[config.mk]
export PLATFORM = sky130hd
export DESIGN_NAME = mem_port_arbiter
export DESIGN_NICKNAME = d
export VERILOG_FILES = /design/src/rtl/mem_pkg.sv /design/src/rtl/mem_prio_sel.sv /design/src/rtl/mem_port_arbiter.sv
export SDC_FILE = /design/constraint.sdc
export NUM_CORES = 1
export LEC_CHECK = 0
export BUFFER_PORTS_ARGS = -buffer_cell sky130_fd_sc_hd__buf_2
export CAP_MARGIN = 20
export CORE_AREA = 2 2 205 207
export CTS_CLUSTER_DIAMETER = 200
export DETAILED_ROUTE_END_ITERATION = 8
export DIE_AREA = 0 0 207 209
export SYNTH_ARGS = -nofsm -noshare
export SYNTH_HDL_FRONTEND = slang
export SYNTH_SLANG_ARGS = --single-unit
[constraint.sdc]
create_clock -name clk -period 2.24 [get_ports clk]
set_input_delay 0.672 -clock clk [delete_from_list [all_inputs] [get_ports clk]]
set_output_delay 0.672 -clock clk [all_outputs]
set_load 0.1 [all_outputs]
[src/rtl/mem_pkg.sv]
// Shared encodings and default geometry for the unified-memory port arbiter.
// Latency: none (types, constants and a width helper only).
// Backpressure: none; flow control lives in the arbiter that imports this.
package mem_pkg;

    localparam int unsigned      AW_DEF         = 64;
    localparam int unsigned      DW_DEF         = 64;
    localparam longint unsigned  MEM_LIMIT_DEF  = 258;
    localparam int unsigned      LAT_DEF        = 2;
    localparam int unsigned      STARVE_MAX_DEF = 3;

    // Latency counter is sized for the largest legal LAT (7).
    localparam int unsigned      LAT_CW         = 3;

    typedef enum logic [2:0] {
        IDLE,
        ISSUE,
        WAIT,
        RESP,
        ERR
    } arb_state_t;

    typedef enum logic {
        OWN_D = 1'b0,
        OWN_I = 1'b1
    } own_t;

    function automatic int unsigned cnt_width(input int unsigned max_val);
        return (max_val < 1) ? 1 : $clog2(max_val + 1);
    endfunction

endpackage

[src/rtl/mem_prio_sel.sv]
// Grant selector: data side wins ties unless fetch has lost STARVE_MAX times.
// Latency: combinational, zero cycles.
// Backpressure: none; the caller decides when a grant is actually taken.
module mem_prio_sel
    import mem_pkg::*;
#(
    parameter int unsigned STARVE_MAX = STARVE_MAX_DEF,
    parameter int unsigned SW         = cnt_width(STARVE_MAX)
) (
    input  logic          d_req,
    input  logic          i_req,
    input  logic [SW-1:0] starve_cnt,
    output own_t          grant_own,
    output logic          grant_valid
);

    logic starved;

    always_comb begin
        starved     = (starve_cnt == SW'(STARVE_MAX));
        grant_valid = d_req | i_req;
        grant_own   = OWN_D;
        if (i_req && (!d_req || starved)) begin
            grant_own = OWN_I;
        end
    end

endmodule

[src/rtl/mem_port_arbiter.sv]
// Shares one fixed-latency memory port between fetch (read) and data (read/write).
// Latency: ack LAT+2 cycles after the grant decision, 1 cycle for address errors.
// Backpressure: requesters hold req until a one-cycle ack; one access in flight.
module mem_port_arbiter
    import mem_pkg::*;
#(
    parameter int unsigned     AW         = AW_DEF,
    parameter int unsigned     DW         = DW_DEF,
    parameter longint unsigned MEM_LIMIT  = MEM_LIMIT_DEF,
    parameter int unsigned     LAT        = LAT_DEF,
    parameter int unsigned     STARVE_MAX = STARVE_MAX_DEF
) (
    input  logic          clk,
    input  logic          rst_n,

    input  logic          d_req,
    input  logic          d_write,
    input  logic [AW-1:0] d_addr,
    input  logic [DW-1:0] d_wdata,
    output logic          d_ack,
    output logic [DW-1:0] d_rdata,
    output logic          d_err,

    input  logic          i_req,
    input  logic [AW-1:0] i_addr,
    output logic          i_ack,
    output logic [DW-1:0] i_rdata,
    output logic          i_err,

    output logic          mem_en,
    output logic          mem_we,
    output logic [AW-1:0] mem_addr,
    output logic [DW-1:0] mem_wdata,
    input  logic [DW-1:0] mem_rdata
);

    localparam int unsigned       SW       = cnt_width(STARVE_MAX);
    localparam logic [AW-1:0]     LIMIT    = AW'(MEM_LIMIT);
    localparam logic [LAT_CW-1:0] LAT_LOAD = (LAT > 1) ? LAT_CW'(LAT - 1) : LAT_CW'(0);

    arb_state_t         state;
    own_t               owner;
    logic [LAT_CW-1:0]  lat_cnt;
    logic [SW-1:0]      starve_cnt;

    own_t               grant_own;
    logic               grant_valid;
    logic [AW-1:0]      sel_addr;
    logic               sel_we;
    logic               sel_err;
    logic               arb_go;

    mem_prio_sel #(
        .STARVE_MAX (STARVE_MAX),
        .SW         (SW)
    ) u_prio_sel (
        .d_req       (d_req),
        .i_req       (i_req),
        .starve_cnt  (starve_cnt),
        .grant_own   (grant_own),
        .grant_valid (grant_valid)
    );

    // Address/control of whichever side the selector picked this cycle.
    always_comb begin
        sel_addr = (grant_own == OWN_I) ? i_addr : d_addr;
        sel_we   = (grant_own == OWN_D) && d_write;
        sel_err  = (sel_addr >= LIMIT);
        arb_go   = (state == IDLE) && grant_valid && !d_ack && !i_ack;
    end

    // Counts consecutive lost arbitrations of a continuously waiting fetch.
    always_ff @(posedge clk or negedge rst_n) begin
        if (!rst_n) begin
            starve_cnt <= '0;
        end else if (!i_req) begin
            starve_cnt <= '0;
        end else if (arb_go) begin
            if (grant_own == OWN_I) begin
                starve_cnt <= '0;
            end else if (starve_cnt != SW'(STARVE_MAX)) begin
                starve_cnt <= starve_cnt + SW'(1);
            end
        end
    end

    always_ff @(posedge clk or negedge rst_n) begin
        if (!rst_n) begin
            state     <= IDLE;
            owner     <= OWN_D;
            lat_cnt   <= '0;
            d_ack     <= 1'b0;
            d_rdata   <= '0;
            d_err     <= 1'b0;
            i_ack     <= 1'b0;
            i_rdata   <= '0;
            i_err     <= 1'b0;
            mem_en    <= 1'b0;
            mem_we    <= 1'b0;
            mem_addr  <= '0;
            mem_wdata <= '0;
        end else begin
            d_ack  <= 1'b0;
            i_ack  <= 1'b0;
            mem_en <= 1'b0;
            mem_we <= 1'b0;

            case (state)
                IDLE: begin
                    if (arb_go) begin
                        owner <= grant_own;
                        if (sel_err) begin
                            // Rejected in place: no memory strobe, writes dropped.
                            state <= ERR;
                            if (grant_own == OWN_I) begin
                                i_ack   <= 1'b1;
                                i_err   <= 1'b1;
                                i_rdata <= '0;
                            end else begin
                                d_ack   <= 1'b1;
                                d_err   <= 1'b1;
                                d_rdata <= '0;
                            end
                        end else begin
                            state     <= ISSUE;
                            mem_en    <= 1'b1;
                            mem_we    <= sel_we;
                            mem_addr  <= sel_addr;
                            mem_wdata <= d_wdata;
                        end
                    end
                end

                ISSUE: begin
                    lat_cnt <= LAT_LOAD;
                    state   <= WAIT;
                end

                WAIT: begin
                    if (lat_cnt == '0) begin
                        state <= RESP;
                        if (owner == OWN_I) begin
                            i_ack   <= 1'b1;
                            i_err   <= 1'b0;
                            i_rdata <= mem_rdata;
                        end else begin
                            d_ack   <= 1'b1;
                            d_err   <= 1'b0;
                            d_rdata <= mem_rdata;
                        end
                    end else begin
                        lat_cnt <= lat_cnt - LAT_CW'(1);
                    end
                end

                RESP:    state <= IDLE;
                ERR:     state <= IDLE;
                default: state <= IDLE;
            endcase
        end
    end

endmodule

# Word level (Yosys, flattened, before mapping)
# Cells that the tools add are included.
[totals]
register_bits = 271
out_inout_bits = 262
elab_cells = 108
[op_classes]
n_addsub = 2
n_lt_le_gt_ge = 1
eq_ne = 14
n_mux = 54
bitwise = 3
n_reduce_logical = 20
[ops]
columns = ["operator", "n"]
rows = [
  ["two-way mux 64 bit", 11],
  ["one-hot mux 64 bit (2 select lines)", 2],
  ["greater-or-equal comparator 64 x 9 -> 1 bit, second input constant", 1],
  ["two-way mux 1 bit", 27],
  ["!= test 2 bit, second input constant", 9],
  ["two-way mux 3 bit", 4],
  ["AND reduction 6 bit", 2],
  ["one-hot mux 3 bit (3 select lines)", 1],
  ["two-way mux 2 bit", 4],
  ["one-hot mux 1 bit (2 select lines)", 4],
  ["AND reduction 2 bit", 4],
  ["logical NOT 3 bit", 2],
  ["one-hot mux 3 bit (2 select lines)", 1],
  ["logical AND 1 bit", 5],
  ["nonzero test 2 bit", 2],
  ["equality test 3 x 1 -> 1 bit, second input constant", 1],
  ["equality test 3 x 2 -> 1 bit, second input constant", 1],
  ["logical NOT 1 bit", 3],
  ["!= test 3 x 1 -> 1 bit, second input constant", 1],
  ["AND reduction 3 bit", 1],
  ["subtractor 3 x 1 -> 3 bit, second input constant", 1],
  ["adder 2 x 1 -> 2 bit, second input constant", 1],
  ["equality test 2 bit, second input constant", 1],
  ["!= test 2 x 1 -> 1 bit, second input constant", 1],
  ["other kinds (3)", 4],
]

# Longest topological paths before layout
[logic_depth]
word_depth = 9
depth_mapped = 9
ltp_nobuf = 7

# By module
# A second synthesis with hierarchy kept.
[hier_totals]
cells_unflattened = 969
area_unflattened_um2 = 11004.3
[by_module_without_submodules]
columns = ["mod", "instances", "cells_per_inst", "area_per_inst_um2"]
rows = [
  ["mem_port_arbiter", 1, 966, 10986.8],
  ["mem_prio_sel", 1, 3, 17.5],
]

# Worst setup path before layout
# No wires, ideal clock.
[synth_path]
path_kind = "input to register"
from = "in d_addr[32]"
to = "reg mem_addr[5]"
t_arrival_ns = 2.453
t_required_ns = 2.112
setup_slack_ns = -0.342
stages = 7
n_path_buf = 2
path_cell_list = "or4_1 -> a211oi_2 -> nor4b_4 -> o2111a_2 -> buf_12 -> buf_6 -> mux2_1"
[synth_between]
elab_chain_len = 4
[synth_rtl]
columns = ["item", "line_no", "text"]
rows = [
  ["start: declaration", "mem_port_arbiter.sv:18", "input logic [AW-1:0] d_addr,"],
  ["two-way mux 64 bit", "mem_port_arbiter.sv:66", "sel_addr = (grant_own == OWN_I) ? i_addr : d_addr;"],
  ["greater-or-equal comparator 64 x 9 -> 1 bit", "mem_port_arbiter.sv:68", "sel_err = (sel_addr >= LIMIT);"],
  ["inverter 1 bit (no source line)", "--", ""],
  ["AND reduction 3 bit (no source line)", "--", ""],
  ["end signal: assignment", "mem_port_arbiter.sv:128", "mem_addr <= sel_addr;"],
  ["end: declaration", "mem_port_arbiter.sv:32", "output logic [AW-1:0] mem_addr,"],
]
# Every way passes these cells.
# A chain may end at the register's enable or synchronous reset.

# Final worst setup path
[layout_path]
from = "in i_addr[61]"
to = "reg mem_wdata[33]"
[layout_between]
elab_chain_len = 4
[layout_rtl]
columns = ["item", "line_no", "text"]
rows = [
  ["start: declaration", "mem_port_arbiter.sv:25", "input logic [AW-1:0] i_addr,"],
  ["two-way mux 64 bit", "mem_port_arbiter.sv:66", ""],
  ["greater-or-equal comparator 64 x 9 -> 1 bit", "mem_port_arbiter.sv:68", ""],
  ["inverter 1 bit (no source line)", "--", ""],
  ["AND reduction 3 bit (no source line)", "--", ""],
  ["end signal: assignment", "mem_port_arbiter.sv:129", "mem_wdata <= d_wdata;"],
  ["end: declaration", "mem_port_arbiter.sv:33", "output logic [DW-1:0] mem_wdata,"],
]
# Every way passes these cells.

==> impl_metrics.yaml <==
power:
  sw_frac_of_total_pct: 25.5
  power_mw: 11.4
  vdd_drop_max_uv: 546
  pwr_density_cell_mw_per_mm2: 637
  p_int_mw: 8.48
  p_switching_mw: 2.90
  p_leak_nw: 9.07
  power_frac_seq_pct: 43.6
  power_frac_comb_pct: 13.0
  clkPwrFrac_pct: 43.4
clock_tree:
  cts_sinks: 271
  insertion_delay_ns: 0.57
  cts_tree: "built"
  cts_hold_buf: 0
  numCtsBuffers: 30
  cts_root_buf: "clkbuf_16"
  clk_pin_slew_ns: 0.06
  htree_levels: 1
  clockBufferDepth: 3
die:
  core.rowCount: 75
  die_x_microns: 207
  ios: 523
  coreArea_sq_mm: 0.0413
  die_area_sq_mm: 0.0433
  initial_core_util_pct: 27.6
  die_h_microns: 209
finish:
  nFillCells: 3983
  fin_util_pct: 43.3
  drive_above_1_share_pct: 55.8
  fin_nets: 1926
  finalInstanceArea_sq_mm: 0.0179
  multi_input_area_sq_mm: 0.00487
  ff_latch_area_sq_mm: 0.00678
  areaGrowthSynthToFinish_pct: 56.9
critical_path:
  cp.required_ns: 2.69
  slowest_delay_ns: 0.41
  critPathKind: "primary input to register"
  cp-end-kind: "register"
  worstSetupStartpoint: "i_addr[61]"
  arrival_ns: 2.95
  startpoint_type: "primary input"
  crit_family: "simple AND/OR/NAND/NOR gates"
  path_cells: "buf_2 > nor4_1 > buf_4 > nand4_1 > nor4_2 > buf_4 > o2111a_2 > buf_6 > buf_8 > buf_8 > mux2_4"
  crit_fanout: 6
  worstReg2RegStart: "starve_cnt[1]"
  cpMaxStageDelayCell: "nor4_1"
  cp.buffers_inverters: 6
synthesis:
  ys_types: 43
  synth_top_cell_by_area: "dfrtp_1"
  synth-seq-cells: 271
  syn-cell-area_sq_mm: 0.0114
  syn-num-nets: 1314
  synth_top_cells_by_area: "dfrtp_1 60%, a21oi_1 8.6%, mux2_4 6.6%"
  synth.avg_cell_area_sq_um: 10.8
  yosys_warnings: 0
  synth_top_flop_cell: "dfrtp_1"
  synth_top_area_share_pct: 59.6
  synthArstFlopShare_pct: 100
  synth_edf_count: 0
  syn_inst: 1050
  seq_area_frac_synth_pct: 59.6
timing:
  finalCritPeriodShare_pct: 112
  finalSetupViolCount: 258
  fmax_mhz: 400
  fin_skew_ns: 0.0138
  drv_slew: 0
  final.min_clock_period_ns: 2.50
  worst_slew_pin_slew_ns: 0.624
  slew_headroom_pct: 58.7
  rsz0062_at_grt: "yes"
  whs_ns: 0.0559
  setup_slack_ns: -0.262
  hold_viol: 0
drt:
  wl_microns: 44000
  drtIter0Drc: 556
  postRouteAntennaNets: 0
  via_per_inst: 4.67
  drc_errors: 0
  firstDrtPassIters: 5
  vias: 10400
  wl_per_cell_microns: 19.8
place:
  dp_slack_ns: -1.03
  place_hpwl_microns: 32200
  port_buffers: 522
  place_congestion: 0.853
  place_area_sq_mm: 0.0157
status:
  status: "finished with violations"
  violations: "negative setup slack"
global_route:
  grt_overflow: 0
  grt_start_max_net_pins: 75
  grt_pass1_vias: 10600
  grt_use_total_pct: 19.4
  antenna_found_initial: 7
  grt_first_pass_wirelength_microns: 64700
flow_run:
  max_cap_violations: 0
hold_path:
  hold_path.class: "primary input to asynchronous set/reset pin"
[path summary, 6_finish.rpt]
kind / slack, ns / endpoint / depth (start not counted)
min reg2reg: 0.48 / i_err / 2
max reg2reg: -0.25 / mem_wdata[33] / 11
max in group asynchronous: 1.55 / mem_wdata[26] / 2
max: -0.26 / mem_wdata[33] / 11
min in group clk: 0.33 / mem_wdata[43] / 2
min: 0.06 / i_rdata[8] / 1
[kinds of logic after synthesis]
logic type	share of synthesized area, %
AO/OA/AOI/OAI	12.7
XOR/XNOR	0.0770
adder cells (fa/ha/maj)	0.330
buffers and inverters	4.16
flip-flops	59.6
multiplexers	9.74
AND/OR/NAND/NOR	13.5
[cell usage after synthesis (2+ instances only)]
| cell | number |
|---|---|
| dfrtp_1 | 271 |
| a21oi_1 | 196 |
| nand2_1 | 147 |
| o21ai_0 | 72 |
| nor2_1 | 70 |
| nor2b_1 | 56 |
| mux2_4 | 50 |
| clkbuf_1 | 43 |
| nor4_1 | 29 |
| buf_2 | 27 |
| mux2_2 | 27 |
| buf_12 | 6 |
| nand4_1 | 5 |
| inv_1 | 4 |
| nor3_1 | 4 |
| ha_1 | 3 |
| mux2_1 | 3 |
| nand3_1 | 3 |
| a21boi_0 | 2 |
| and3_1 | 2 |
| buf_4 | 2 |
| buf_6 | 2 |
| mux2i_1 | 2 |
| nand2b_1 | 2 |
| nor2_2 | 2 |
| or3_1 | 2 |
| or4_1 | 2 |
[cell type report]
type,instances,share of cell area [%]
antenna,3,0.0420
clock buffer,42,4.90
clock inverter,10,0.645
inverter,4,0.0841
multi-input combinational,694,27.3
sequential,271,38.0
tap,539,3.78
timing repair buffer,661,25.3
[metrics by stage]
stage / instances / setup TNS (ns)
floorplan: 1050 / -31.31
global placement: 2131 / -223.99
detailed placement: 2131 / -226.50
CTS: 2212 / -49.03
global route: 2224 / -65.98
finish: 2224 / -41.55
[power groups by stage]
stage | clock, mW | combinational (mW) | sequential [mW]
finish | 4.94 | 1.48 | 4.97
global route | 5.29 | 1.58 | 4.97
CTS | 5.08 | 1.46 | 4.97
detailed placement | 0 | 1.40 | 5.05
global placement | 0 | 1.39 | 5.05
floorplan | 0 | 0.409 | 5.12
[per-layer routing]
layer | vias to the layer above | wire, microns | GRT usage, % | part of all wire [%]
met5 | - | 0 | 0 | 0
met2 | 414 | 23400 | 36.0 | 53
li1 | 4835 | - | - | -
met1 | 5072 | 17100 | 23.0 | 39
met4 | 0 | 1100 | 5.54 | 2.5
met3 | 66 | 2400 | 3.38 | 5.5
[timing repair]
action,CTS,global route
pin swaps,6,4
resized for setup,91,65
endpoints found under the setup margin,257,264
setup buffers,17,15
gates cloned,12,6
[registers in the layout, indices dropped and copies added, names as in the netlist, 2 cells and up]
name	flops
state	3
lat_cnt	3
starve_cnt	2
i_rdata	64
d_rdata	64
mem_wdata	64
mem_addr	64
[cells in the final DEF (no fill, tap or decap), types with 4 or more instances in the layout]
| master | synthesis | layout |
|---|---|---|
| a21oi_1 | 196 | 68 |
| a21oi_2 | 1 | 117 |
| a21oi_4 | 0 | 12 |
| buf_12 | 6 | 29 |
| buf_16 | 0 | 10 |
| buf_2 | 27 | 521 |
| buf_4 | 2 | 65 |
| buf_6 | 2 | 13 |
| buf_8 | 0 | 16 |
| clkbuf_1 | 43 | 4 |
| clkbuf_16 | 0 | 37 |
| clkbuf_8 | 0 | 8 |
| clkinv_2 | 0 | 6 |
| dfrtp_1 | 271 | 269 |
| inv_1 | 4 | 4 |
| mux2_2 | 27 | 10 |
| mux2_4 | 50 | 67 |
| nand2_1 | 147 | 147 |
| nand4_1 | 5 | 5 |
| nor2_1 | 70 | 69 |
| nor2b_1 | 56 | 50 |
| nor2b_4 | 0 | 5 |
| nor4_1 | 29 | 27 |
| o21ai_0 | 72 | 72 |
No activity file was read; power rests on OpenSTA's default activity.
